==> src/rtl/pc_fetch_pkg.sv <==
// Shared constants for the fetch PC sequencer: state encodings, PC width and default reset PC.
package pc_fetch_pkg;

    localparam int unsigned PC_W = 32;

    localparam logic [1:0] ST_RUN  = 2'd0;
    localparam logic [1:0] ST_HOLD = 2'd1;
    localparam logic [1:0] ST_PEND = 2'd2;

    localparam logic [PC_W-1:0] DEFAULT_RESET_PC = 32'h0000_0000;

endpackage

==> src/rtl/mini_ALU.sv <==
// Small two-operand ALU; the fetch sequencer uses opcode 2'b00 (add) as its PC incrementer.
module mini_ALU #(
    parameter int unsigned WIDTH = 32
) (
    input  logic [WIDTH-1:0] i_a,
    input  logic [WIDTH-1:0] i_b,
    input  logic [1:0]       i_op,
    output logic [WIDTH-1:0] o_y
);

    always_comb begin
        case (i_op)
            2'b00: o_y = i_a + i_b;
            2'b01: o_y = i_a - i_b;
            2'b10: o_y = i_a & i_b;
            2'b11: o_y = i_a | i_b;
        endcase
    end

endmodule

==> src/rtl/pc_fetch_ctrl.sv <==
// Fetch-stage PC sequencer: applies execute redirects, holds on stall/back-pressure, flushes F/D, D/X.
// Define PC_FETCH_PERF_EN to build the saturating redirect counter.
module pc_fetch_ctrl
    import pc_fetch_pkg::*;
#(
    parameter logic [PC_W-1:0] RESET_PC = DEFAULT_RESET_PC,
    parameter int unsigned     CNT_W    = 16
) (
    input  logic             clock,
    input  logic             reset,
    input  logic             stall,
    input  logic             branch_ctrl,
    input  logic [PC_W-1:0]  jump_address,
    input  logic             imem_ready,
    output logic [PC_W-1:0]  pc_f,
    output logic [PC_W-1:0]  fd_pc,
    output logic             fd_valid,
    output logic             flush_fd,
    output logic             flush_dx,
    output logic [CNT_W-1:0] redirect_count
);

    logic [1:0]      r_state, w_state_nxt;
    logic [PC_W-1:0] r_pc, w_pc_nxt;
    logic [PC_W-1:0] r_fd_pc, w_fd_pc_nxt;
    logic [PC_W-1:0] r_pend_pc, w_pend_pc_nxt;
    logic [PC_W-1:0] w_pc_inc;
    logic            r_fd_valid, w_fd_valid_nxt;

    mini_ALU #(
        .WIDTH (PC_W)
    ) u_pc_inc (
        .i_a  (r_pc),
        .i_b  ({{(PC_W-1){1'b0}}, 1'b1}),
        .i_op (2'b00),
        .o_y  (w_pc_inc)
    );

    // Priority: new redirect, buffered redirect, stall, back-pressure, sequential.
    always_comb begin
        w_state_nxt    = r_state;
        w_pc_nxt       = r_pc;
        w_fd_pc_nxt    = r_fd_pc;
        w_fd_valid_nxt = r_fd_valid;
        w_pend_pc_nxt  = r_pend_pc;
        if (branch_ctrl) begin
            w_fd_valid_nxt = 1'b0;
            if (imem_ready) begin
                w_pc_nxt    = jump_address;
                w_state_nxt = ST_RUN;
            end else begin
                w_pend_pc_nxt = jump_address;
                w_state_nxt   = ST_PEND;
            end
        end else if (r_state == ST_PEND) begin
            w_fd_valid_nxt = 1'b0;
            if (imem_ready) begin
                w_pc_nxt    = r_pend_pc;
                w_state_nxt = ST_RUN;
            end
        end else if (!stall) begin
            if (!imem_ready) begin
                w_fd_valid_nxt = 1'b0;
                w_state_nxt    = ST_HOLD;
            end else begin
                w_pc_nxt       = w_pc_inc;
                w_fd_pc_nxt    = r_pc;
                w_fd_valid_nxt = 1'b1;
                w_state_nxt    = ST_RUN;
            end
        end
    end

    always_ff @(posedge clock or negedge reset) begin
        if (!reset) begin
            r_state    <= ST_RUN;
            r_pc       <= RESET_PC;
            r_fd_pc    <= '0;
            r_fd_valid <= 1'b0;
            r_pend_pc  <= '0;
        end else begin
            r_state    <= w_state_nxt;
            r_pc       <= w_pc_nxt;
            r_fd_pc    <= w_fd_pc_nxt;
            r_fd_valid <= w_fd_valid_nxt;
            r_pend_pc  <= w_pend_pc_nxt;
        end
    end

    assign pc_f     = r_pc;
    assign fd_pc    = r_fd_pc;
    assign fd_valid = r_fd_valid;
    // F/D stays poisoned while a redirect waits for the instruction memory.
    assign flush_fd = branch_ctrl | (r_state == ST_PEND);
    assign flush_dx = branch_ctrl;

`ifdef PC_FETCH_PERF_EN
    logic [CNT_W-1:0] r_cnt;

    always_ff @(posedge clock or negedge reset) begin
        if (!reset) begin
            r_cnt <= '0;
        end else if (branch_ctrl && (r_cnt != {CNT_W{1'b1}})) begin
            r_cnt <= r_cnt + CNT_W'(1);
        end
    end

    assign redirect_count = r_cnt;
`else
    assign redirect_count = '0;
`endif

endmodule
==> config.mk <==
export PLATFORM = sky130hd
export DESIGN_NAME = pc_fetch_ctrl
export DESIGN_NICKNAME = d
export VERILOG_FILES = /design/src/rtl/pc_fetch_pkg.sv /design/src/rtl/mini_ALU.sv /design/src/rtl/pc_fetch_ctrl.sv
export SDC_FILE = /design/constraint.sdc
export NUM_CORES = 1
export LEC_CHECK = 0
export ABC_AREA = 1
export BUFFER_PORTS_ARGS = -buffer_cell sky130_fd_sc_hd__buf_2
export CAP_MARGIN = 20
export CELL_PAD_IN_SITES_DETAIL_PLACEMENT = 0
export CELL_PAD_IN_SITES_GLOBAL_PLACEMENT = 1
export CORE_MARGIN = 2
export CORE_UTILIZATION = 34
export CTS_CLUSTER_SIZE = 16
export DETAILED_ROUTE_END_ITERATION = 12
export PLACE_DENSITY = 0.7
export SYNTH_ARGS = -nofsm -noshare
export SYNTH_HDL_FRONTEND = slang
export SYNTH_SLANG_ARGS = --single-unit
==> constraint.sdc <==
create_clock -name clock -period 1.9 [get_ports clock]
set_input_delay 0.57 -clock clock [delete_from_list [all_inputs] [get_ports clock]]
set_output_delay 0.57 -clock clock [all_outputs]
set_load 0.02 [all_outputs]
==> impl_metrics.sql <==
INSERT INTO impl_metrics (metric_group, metric, value, unit) VALUES
('run', 'maxCapViolCount', '0', ''),
('finish', 'drive_gt1_frac', '0.268', ''),
('clocking', 'tritoncts_clock_tree', 'built', ''),
('route', 'detailedRoute.firstIterationViolations', '410', ''),
('clocking', 'cts_num_sinks', '99', ''),
('run_status', 'run_status', 'finished, final reports clean', ''),
('pwr', 'power_density', '1020', 'nW/um^2'),
('route', 'routed_wire_length_per_instance', '16.8', 'um'),
('clocking', 'clock-root-buffer', 'sky130_fd_sc_hd__clkbuf_16', ''),
('setup_path', 'critical_path_required', '1.33', 'ns'),
('grt', 'antenna_found_initial', '0', ''),
('logic_synthesis', 'yosys_warnings', '0', ''),
('timing', 'finalCriticalPeriod', '1.85', 'ns'),
('floorplan', 'dieHeight', '128', 'um'),
('setup_path', 'crit_path_max_fanout', '2', ''),
('hold_path', 'worstHoldPathType', 'in2async', ''),
('finish', 'multi_input_area', '2430', 'um^2'),
('setup_path', 'critical_path_class', 'reg2out', ''),
('route', 'avgViaCountPerCell', '5.07', ''),
('timing', 'final_worst_path_period_share', '0.974', ''),
('finish', 'fillers', '1546', ''),
('setup_path', 'timing.critical_path.to_type', 'output pin', ''),
('setup_path', 'r2r.worst_path.cells', '10', ''),
('finish', 'final-seq-area', '2480', 'um^2'),
('placed_design', 'place.gp.congestion', '0.857', ''),
('floorplan', 'placement_rows', '45', ''),
('timing', 'timing_hold_violations_final', '0', ''),
('placed_design', 'hpwlAfterDp', '12200', 'um'),
('grt', 'grt_pass1_wl', '25500', 'um'),
('logic_synthesis', 'synth_seq_cells', '99', ''),
('logic_synthesis', 'postSynth.asyncResetShare', '1.00', ''),
('floorplan', 'die_x', '128', 'um'),
('clocking', 'clkSlewWorstSetupHoldPaths', '0.07', 'ns'),
('finish', 'flow.area_growth_from_synthesis', '23.8', '%'),
('logic_synthesis', 'synth_top_cell_by_area', 'sky130_fd_sc_hd__dfrtp_1', ''),
('floorplan', 'design.die.area', '16400', 'um^2'),
('placed_design', 'portBuffers', '103', ''),
('setup_path', 'list_of_cells_traversed_by_the_critical_path', 'inv_2 -> nor2_4 -> nor2_8 -> clkinvlp_4 -> buf_6', ''),
('logic_synthesis', 'yosys_most_used_dff', 'sky130_fd_sc_hd__dfrtp_1', ''),
('clocking', 'worstSkewPairLatency', '0.36', 'ns'),
('timing', 'fin_worst_skew', '0.0111', 'ns'),
('timing', 'setup_total_negative_slack', '0', 'ns'),
('route', 'vias', '4942', ''),
('timing', 'setup_repair_after_global_routing_missed_its_margin', 'yes', ''),
('finish', 'layout_commonest_cell', 'sky130_fd_sc_hd__nand2_1', ''),
('setup_path', 'critPathSlowestCell', 'sky130_fd_sc_hd__dfrtp_1', ''),
('pwr', 'power.static_leakage', '3.24', 'nW'),
('setup_path', 'worst_ep_arrival_time', '1.28', 'ns'),
('logic_synthesis', 'synth_enable_flop_cells', '0', ''),
('logic_synthesis', 'postSynthCellCount', '654', ''),
('logic_synthesis', 'netlist_area', '5240', 'um^2'),
('logic_synthesis', 'synth_area_leaders', 'sky130_fd_sc_hd__dfrtp_1 (47%), sky130_fd_sc_hd__nand2_1 (13%), sky130_fd_sc_hd__mux2_2 (6.4%)', ''),
('floorplan', 'io-pin-count', '120', ''),
('clocking', 'ctsLongestPathBuffers', '2', ''),
('route', 'post-route-drc-count', '0', ''),
('logic_synthesis', 'synth.avg_cell_area', '8.01', 'um^2'),
('timing', 'relSlewSlack', '0.593', ''),
('grt', 'grt_pass1_vias', '4661', ''),
('floorplan', 'core_area', '15100', 'um^2'),
('route', 'drt-total-wl', '16300', 'um'),
('grt', 'gr-total-overflow', '0', ''),
('pwr', 'irDropWorstVdd', '0.000392', 'V'),
('finish', 'postLayoutCellArea', '6490', 'um^2'),
('finish', 'layout.cells.most_common_list', 'sky130_fd_sc_hd__nand2_1 (182), sky130_fd_sc_hd__buf_2 (101), sky130_fd_sc_hd__dfrtp_1 (99), sky130_fd_sc_hd__nor2_1 (65), sky130_fd_sc_hd__o21ai_0 (51)', ''),
('timing', 'fmax', '540', 'MHz'),
('setup_path', 'crit-reg2reg-launch', 'pc_f[0]', ''),
('clocking', 'tritoncts_buffer_count', '9', ''),
('grt', 'globalRouteTotalUtil', '0.205', ''),
('logic_synthesis', 'synth_sequential_area_ratio', '0.473', ''),
('placed_design', 'dpl-instance-area', '6130', 'um^2'),
('timing', 'worstMarginPinSlew', '0.610', 'ns');
-- cells in the mapped netlist (4+ instances only) --
master,n
sky130_fd_sc_hd__nor2_2,4
sky130_fd_sc_hd__nand2_1,183
sky130_fd_sc_hd__nand3_1,38
sky130_fd_sc_hd__buf_4,18
sky130_fd_sc_hd__mux2_2,30
sky130_fd_sc_hd__dfrtp_1,99
sky130_fd_sc_hd__o22ai_1,6
sky130_fd_sc_hd__nand4_1,4
sky130_fd_sc_hd__a21oi_1,35
sky130_fd_sc_hd__nand2_2,4
sky130_fd_sc_hd__o21ai_0,51
sky130_fd_sc_hd__nor2_1,68
sky130_fd_sc_hd__a22oi_1,14
sky130_fd_sc_hd__buf_2,8
sky130_fd_sc_hd__clkbuf_1,11
sky130_fd_sc_hd__inv_1,50
-- report_power, final --
group / internal (mW) / total (mW) / switching (mW) / leakage [nW]
clock: 0.898 / 1.75 / 0.857 / 0.137
sequential: 2.51 / 2.85 / 0.344 / 1.18
combinational: 0.717 / 2.02 / 1.30 / 1.93
-- stage by stage --
stage	total power [mW]	instances	setup slack [ns]
after detailed placement	4.89	956	-0.00942
after floorplan	4.05	669	0.195
final	6.62	974	0.0492
after CTS	6.67	974	0.00865
after global placement	4.85	956	0.0146
after global routing	7.01	974	-0.00237
-- worst max-delay path by stage --
stage / depth (start not counted) / start / slack, ns / to
2_1_floorplan: 4 / r_state[0] / 0.19 / flush_fd
3_3_place_gp: 10 / branch_ctrl / 0.01 / pc_f[20]
3_5_place_dp: 10 / branch_ctrl / -0.009 / pc_f[20]
4_1_cts: 5 / r_state[1] / 0.009 / flush_fd
5_1_grt: 5 / r_state[1] / -0.002 / flush_fd
6_report: 5 / r_state[1] / 0.05 / flush_fd
-- area by class of cell --
class	count	share of cell area
Sequential cell	99	0.382
Multi-Input combinational cell	476	0.374
Timing Repair Buffer	142	0.134
Tap cell	188	0.0363
Clock buffer	9	0.0347
Inverter	53	0.0316
Clock inverter	7	0.00791
-- timing repair --
action | 4_1_cts | 5_1_grt
hold endpoints to repair | 0 | 0
setup endpoints to repair | 1 | 39
buffers inserted | 2 | 0
pin swaps | 1 | 2
gates resized for setup | 4 | 14
-- kinds of logic after synthesis --
kind of cell,synth area share
AND/OR/NAND/NOR,0.243
XOR/XNOR,0.00334
buffers and inverters,0.0850
adder cells (fa/ha/maj),0.00239
AO/OA/AOI/OAI,0.129
other,0.000715
flip-flops,0.473
multiplexers,0.0645
-- worst max-delay path, delay by kind of cell (launching register included) --
family | cells | cell delay (ns)
AND/OR/NAND/NOR | 2 | 0.15
buffers and inverters | 3 | 0.38
flip-flops | 1 | 0.40
-- sequential cells by signal (all words and copies together), names as in the netlist --
register   cells
r_pend_pc     32
pc_f          32
fd_valid       1
r_state        2
fd_pc         32
-- per-layer routing --
layer  routed length, um  share of wire  up-vias  global-route usage
met3                 873          0.053       20              0.0267
met4                 367          0.022        0              0.0821
li1                    -              -     2371                   -
met1                7650           0.47     2376               0.287
met5                   0              0        -                   0
met2                7460           0.46      175               0.321
(Power assumes the default switching activity.)
